`src/rtl/alu_arbiter_pkg.sv`:
```
// alu_arbiter_pkg: shared ALU control codes and arbiter FSM state encoding.
// Imported by every file of the ALU arbiter slice.
package alu_arbiter_pkg;

  localparam logic [3:0] ALU_AND = 4'b0000;
  localparam logic [3:0] ALU_OR  = 4'b0001;
  localparam logic [3:0] ALU_ADD = 4'b0010;
  localparam logic [3:0] ALU_SUB = 4'b0110;

  typedef enum logic [1:0] {
    IDLE = 2'd0,
    EXEC = 2'd1,
    RESP = 2'd2
  } state_t;

endpackage

```
`src/rtl/alu_arbiter_rr_arbiter2.sv`:
```
// rr_arbiter2: combinational 2-way round-robin grant.
// Ports: valid[1:0], lastGrant in; anyValid, grant (winning port) out.
module rr_arbiter2 (
  input  logic [1:0] valid,
  input  logic       lastGrant,
  output logic       anyValid,
  output logic       grant
);

  always_comb begin
    anyValid = |valid;
    grant    = 1'b0;
    unique case (valid)
      2'b11:   grant = ~lastGrant;
      2'b10:   grant = 1'b1;
      default: grant = 1'b0;
    endcase
  end

endmodule

```
`src/rtl/alu_arbiter.sv`:
```
// alu_arbiter: shares one ALU between two valid/ready requesters.
// Ports: clk, reset; req0/1 (valid, ready, a, b, ctl); rsp0/1 (valid,
// ready, result, zero); alu_a/b/ctl out, alu_result/zero in; busy, grant_id.
module alu_arbiter
  import alu_arbiter_pkg::*;
#(
  parameter int DATA_W = 32,
  parameter int CTL_W  = 4
) (
  input  logic              clk,
  input  logic              reset,
  input  logic              req0_valid,
  output logic              req0_ready,
  input  logic [DATA_W-1:0] req0_a,
  input  logic [DATA_W-1:0] req0_b,
  input  logic [CTL_W-1:0]  req0_ctl,
  input  logic              req1_valid,
  output logic              req1_ready,
  input  logic [DATA_W-1:0] req1_a,
  input  logic [DATA_W-1:0] req1_b,
  input  logic [CTL_W-1:0]  req1_ctl,
  output logic              rsp0_valid,
  input  logic              rsp0_ready,
  output logic [DATA_W-1:0] rsp0_result,
  output logic              rsp0_zero,
  output logic              rsp1_valid,
  input  logic              rsp1_ready,
  output logic [DATA_W-1:0] rsp1_result,
  output logic              rsp1_zero,
  output logic [DATA_W-1:0] alu_a,
  output logic [DATA_W-1:0] alu_b,
  output logic [CTL_W-1:0]  alu_ctl,
  input  logic [DATA_W-1:0] alu_result,
  input  logic              alu_zero,
  output logic              busy,
  output logic              grant_id
);

  state_t state;
  state_t stateNext;

  logic              lastGrant;
  logic              grantId;
  logic              winner;
  logic              anyValid;
  logic              accept;
  logic              rspFire;
  logic [DATA_W-1:0] opA;
  logic [DATA_W-1:0] opB;
  logic [CTL_W-1:0]  opCtl;
  logic [DATA_W-1:0] rspResult;
  logic              rspZero;

  rr_arbiter2 uArb (
    .valid     ({req1_valid, req0_valid}),
    .lastGrant (lastGrant),
    .anyValid  (anyValid),
    .grant     (winner)
  );

  assign accept  = (state == IDLE) && anyValid && !reset;
  assign rspFire = (state == RESP) &&
                   (grantId ? rsp1_ready : rsp0_ready);

  always_ff @(posedge clk) begin
    if (reset) state <= IDLE;
    else       state <= stateNext;
  end

  always_comb begin
    stateNext = state;
    unique case (state)
      IDLE:    if (accept) stateNext = EXEC;
      EXEC:    stateNext = RESP;
      RESP:    if (rspFire) stateNext = IDLE;
      default: stateNext = IDLE;
    endcase
  end

  always_ff @(posedge clk) begin
    if (reset) begin
      lastGrant <= 1'b1;
      grantId   <= 1'b0;
      opA       <= '0;
      opB       <= '0;
      opCtl     <= '0;
      rspResult <= '0;
      rspZero   <= 1'b0;
    end else begin
      if (accept) begin
        grantId <= winner;
        opA     <= winner ? req1_a   : req0_a;
        opB     <= winner ? req1_b   : req0_b;
        opCtl   <= winner ? req1_ctl : req0_ctl;
      end
      if (state == EXEC) begin
        rspResult <= alu_result;
        rspZero   <= alu_zero;
      end
      if (rspFire) lastGrant <= grantId;
    end
  end

  // ALU inputs are parked at zero/ADD outside EXEC to avoid toggling.
  always_comb begin
    req0_ready  = 1'b0;
    req1_ready  = 1'b0;
    rsp0_valid  = 1'b0;
    rsp1_valid  = 1'b0;
    alu_a       = '0;
    alu_b       = '0;
    alu_ctl     = CTL_W'(ALU_ADD);
    unique case (state)
      IDLE: begin
        req0_ready = accept && !winner;
        req1_ready = accept &&  winner;
      end
      EXEC: begin
        alu_a   = opA;
        alu_b   = opB;
        alu_ctl = opCtl;
      end
      RESP: begin
        rsp0_valid = !grantId;
        rsp1_valid =  grantId;
      end
      default: ;
    endcase
    rsp0_result = rsp0_valid ? rspResult : '0;
    rsp0_zero   = rsp0_valid && rspZero;
    rsp1_result = rsp1_valid ? rspResult : '0;
    rsp1_zero   = rsp1_valid && rspZero;
  end

  assign busy     = (state != IDLE);
  assign grant_id = grantId;

endmodule
```
`config.mk`:
```
export PLATFORM = sky130hd
export DESIGN_NAME = alu_arbiter
export DESIGN_NICKNAME = d
export VERILOG_FILES = /design/src/rtl/alu_arbiter_pkg.sv /design/src/rtl/alu_arbiter_rr_arbiter2.sv /design/src/rtl/alu_arbiter.sv
export SDC_FILE = /design/constraint.sdc
export NUM_CORES = 1
export LEC_CHECK = 0
export CAP_MARGIN = 15
export CORE_AREA = 2 2 121 123
export DETAILED_ROUTE_END_ITERATION = 16
export DIE_AREA = 0 0 123 125
export PLACE_DENSITY = 0.9
export SYNTH_ARGS = -nofsm -noshare
export SYNTH_HDL_FRONTEND = slang
export SYNTH_HIERARCHICAL = 1
export SYNTH_SLANG_ARGS = --single-unit
```
`constraint.sdc`:
```
create_clock -name clk -period 1.7 [get_ports clk]
set_input_delay 0.255 -clock clk [delete_from_list [all_inputs] [get_ports clk]]
set_output_delay 0.255 -clock clk [all_outputs]
set_load 0.02 [all_outputs]
```
==> impl_metrics.yaml <==
logic_synthesis:
  ys_warn_count: 6
  avgSynthCellArea_sq_um: 8.41
  synth_top_area_share_pct: 40.3
  synth_top_area_cell: "dfxtp_1"
  synth_cell_types: 21
  synthTopCellsByArea: "dfxtp_1 40%, and2_1 16%, mux2i_1 13%"
  syn_nets: 795
  seq_area_frac_synth_pct: 40.3
  syn_area_sq_um: 5210
  ys_seq_elements: 105
  synth_cells: 620
timing:
  final_max_slew_viol_count: 0
  rsz0062_at_grt: "yes"
  min_period_over_period_pct: 105
  finalSetupTns_ps: -3440
  setup_violations: 66
  fmax_mhz: 558
  hold_viol_final: 0
  fin_skew_ps: 9.17
  setup_slack_ps: -92.0
  fin_crit_ps: 1790
  maxSlewHeadroom_pct: 66.8
  worst_slew_pin_slew_ps: 498
  whs_ps: 453
power:
  power_density_nw_per_um2: 709
  p_leak_nw: 3.94
  vdd_drop_max_mv: 0.621
run_status:
  violations: "setup timing"
  outcome: "finished, violations left"
grt:
  gr-usage-met2_pct: 43.3
  met1_usage_pct: 25.0
  grt.met3_usage_pct: 5.25
  antenna_found_initial: 0
  grt_overflow: 0
  first_global_vias: 5358
  gr-usage-all-layers_pct: 23.0
  grt_start_max_net_pins: 105
  top_usage_layer: "met2"
  grt_pass1_wl_um: 27900
worst_setup_path:
  reg2reg_slack_ps: -10
  cp_data_required_time_ps: 1440
  worst_setup_path_start_kind: "flop"
  reg2reg_depth: 8
  reg2reg_to: "opB[30]"
  crit_type: "reg2out"
  crit_path_end_kind: "output port"
  reg2reg_from: "state[1]"
  cp.arrival_ps: 1540
  worstPathMaxFanout: 6
placement:
  detailed_place_hpwl_um: 12400
  dp.cells: 1092
  io_buffers: 314
  place_congestion: 0.807
clock_network:
  clock_latency_ps: 340
  numCtsBuffers: 9
  hold_buffers: 0
  clk_path_buf_depth: 2
  clk_pin_slew_ps: 70
  clock_sinks: 105
  clockRootBuffer: "clkbuf_16"
  htreeDepth: 3
  cts_tree: "built"
floorplan:
  fp.dieW_um: 123
  die_h_um: 125
  placementRows: 44
  dieArea_sq_um: 15400
  pin_count: 315
  start_util_pct: 36.7
  coreArea_sq_um: 14200
routing:
  post_drt_wl_per_cell_um: 16.7
  vias_per_cell: 4.92
  vias: 5557
  drt_iter0_markers: 189
  finalWirelength_um: 18900
  drtAntennaViolNets: 0
  drc: 0
  dr.pass1.iters: 4
cells_and_area:
  drive_above_1_share_pct: 29.6
  area_delta_synth_final_pct: 81.2
  layout_commonest_cell: "clkdlybuf4s50_1"
  layout.nets: 1116
  final_cell_mix: "173 x clkdlybuf4s50_1, 102 x dfxtp_1, 91 x buf_4, 78 x buf_6, 75 x and2_1"
  instances_no_fill: 1130
  num_antenna_cells: 0
hold_path:
  hold_end: "rspResult[23]"
  hold_start: "alu_result[23]"
  hp-class: "in2reg"
  hold-path-cell-count: 3
run:
  maxCapViolations: 0
==> cells by family (layout without fill, tap and decap cells) <==
| group | after synthesis | in the layout | share of synthesized area (%) |
|---|---|---|---|
| AOI/OAI and AO/OA | 106 | 106 | 13.5 |
| buffers and inverters | 58 | 384 | 5.23 |
| DFF | 105 | 105 | 40.3 |
| muxes | 70 | 70 | 13.5 |
| and+or+nand+nor | 281 | 281 | 27.4 |
==> critical path, stage by stage, from the launching register on <==
cell and delay [ps]:
dfxtp_4 350, nand2b_4 170, nor2_4 150, buf_12 150
buf_8 120, and2_4 150, buf_6 110
==> synth_stat cells <==
| cell | n |
|---|---|
| dfxtp_1 | 105 |
| buf_1 | 4 |
| o21ai_0 | 2 |
| and2_1 | 134 |
| nand2_1 | 67 |
| buf_6 | 3 |
| mux2i_1 | 69 |
| o211ai_1 | 1 |
| buf_2 | 26 |
| clkbuf_1 | 23 |
| nor2b_1 | 3 |
| mux2_2 | 1 |
| a211oi_1 | 68 |
| or2_1 | 1 |
| nand2b_1 | 3 |
| a21boi_0 | 1 |
| nor4b_4 | 1 |
| inv_1 | 2 |
| nor2_1 | 71 |
| or2_2 | 1 |
| a21oi_1 | 34 |
==> flip-flops by register name, summed over array words and instances, names as in the netlist <==
name and count:
opA 32, opB 32, rspResult 32, opCtl 4
state 2, grant_id 1, lastGrant 1, rspZero 1
==> where the power goes <==
part / internal [W] / leakage [nW] / switching, W / total (W)
Sequential: 0.00268 / 0.865 / 0.000126 / 0.00280
Clock: 0.00122 / 0.149 / 0.000920 / 0.00214
Combinational: 0.000967 / 2.93 / 0.000785 / 0.00175
Total: 0.00487 / 3.94 / 0.00183 / 0.00670
==> worst max-delay path by stage <==
stage | start | end | slack [ps] | cells past startpoint
after floorplan | state[0] | rsp0_result[22] | 40 | 4
after global placement | req1_valid | req0_ready | -330 | 5
after detailed placement | req0_valid | req0_ready | -350 | 5
after CTS | state[0] | rsp1_result[19] | -120 | 5
after global routing | state[0] | rsp0_result[22] | -140 | 6
final | state[0] | rsp0_result[22] | -90 | 6
==> what timing repair did <==
action,4_1_cts,5_1_grt
gates cloned,10,3
gates resized for setup,766,91
pin swaps,37,10
setup buffers,7,2
endpoints found under the setup margin,179,198
==> layer usage <==
metal | vias up | share of wire [%] | wire (um)
met5 | - | 0 | 0
met2 | 250 | 53 | 10000
met4 | 0 | 2.3 | 440
met1 | 2557 | 37 | 7100
met3 | 30 | 7.2 | 1360
li1 | 2720 | - | -
==> layout make-up <==
type                    instances  area [sq um]
flip-flops and latches        105          2110
well taps                     184           230
fillers                      1131          4760
multi-input cells             457          3040
clock buffers                  12           256
inverters                       2          7.51
clock inverters                 4          51.3
repair buffers                366          3750
==> through the flow <==
| stage | power [W] | worst slack [ps] | area (sq um) | util, % |
|---|---|---|---|---|
| after detailed placement | 0.00441 | -349 | 8640 | 60.9 |
| after global placement | 0.00436 | -328 | 8640 | 60.9 |
| after global routing | 0.00700 | -143 | 9440 | 66.5 |
| final | 0.00670 | -92.0 | 9440 | 66.5 |
| after floorplan | 0.00360 | 42.4 | 5210 | - |
| after CTS | 0.00662 | -117 | 9150 | 64.4 |
Note: power is estimated with default switching activity, not from simulation.
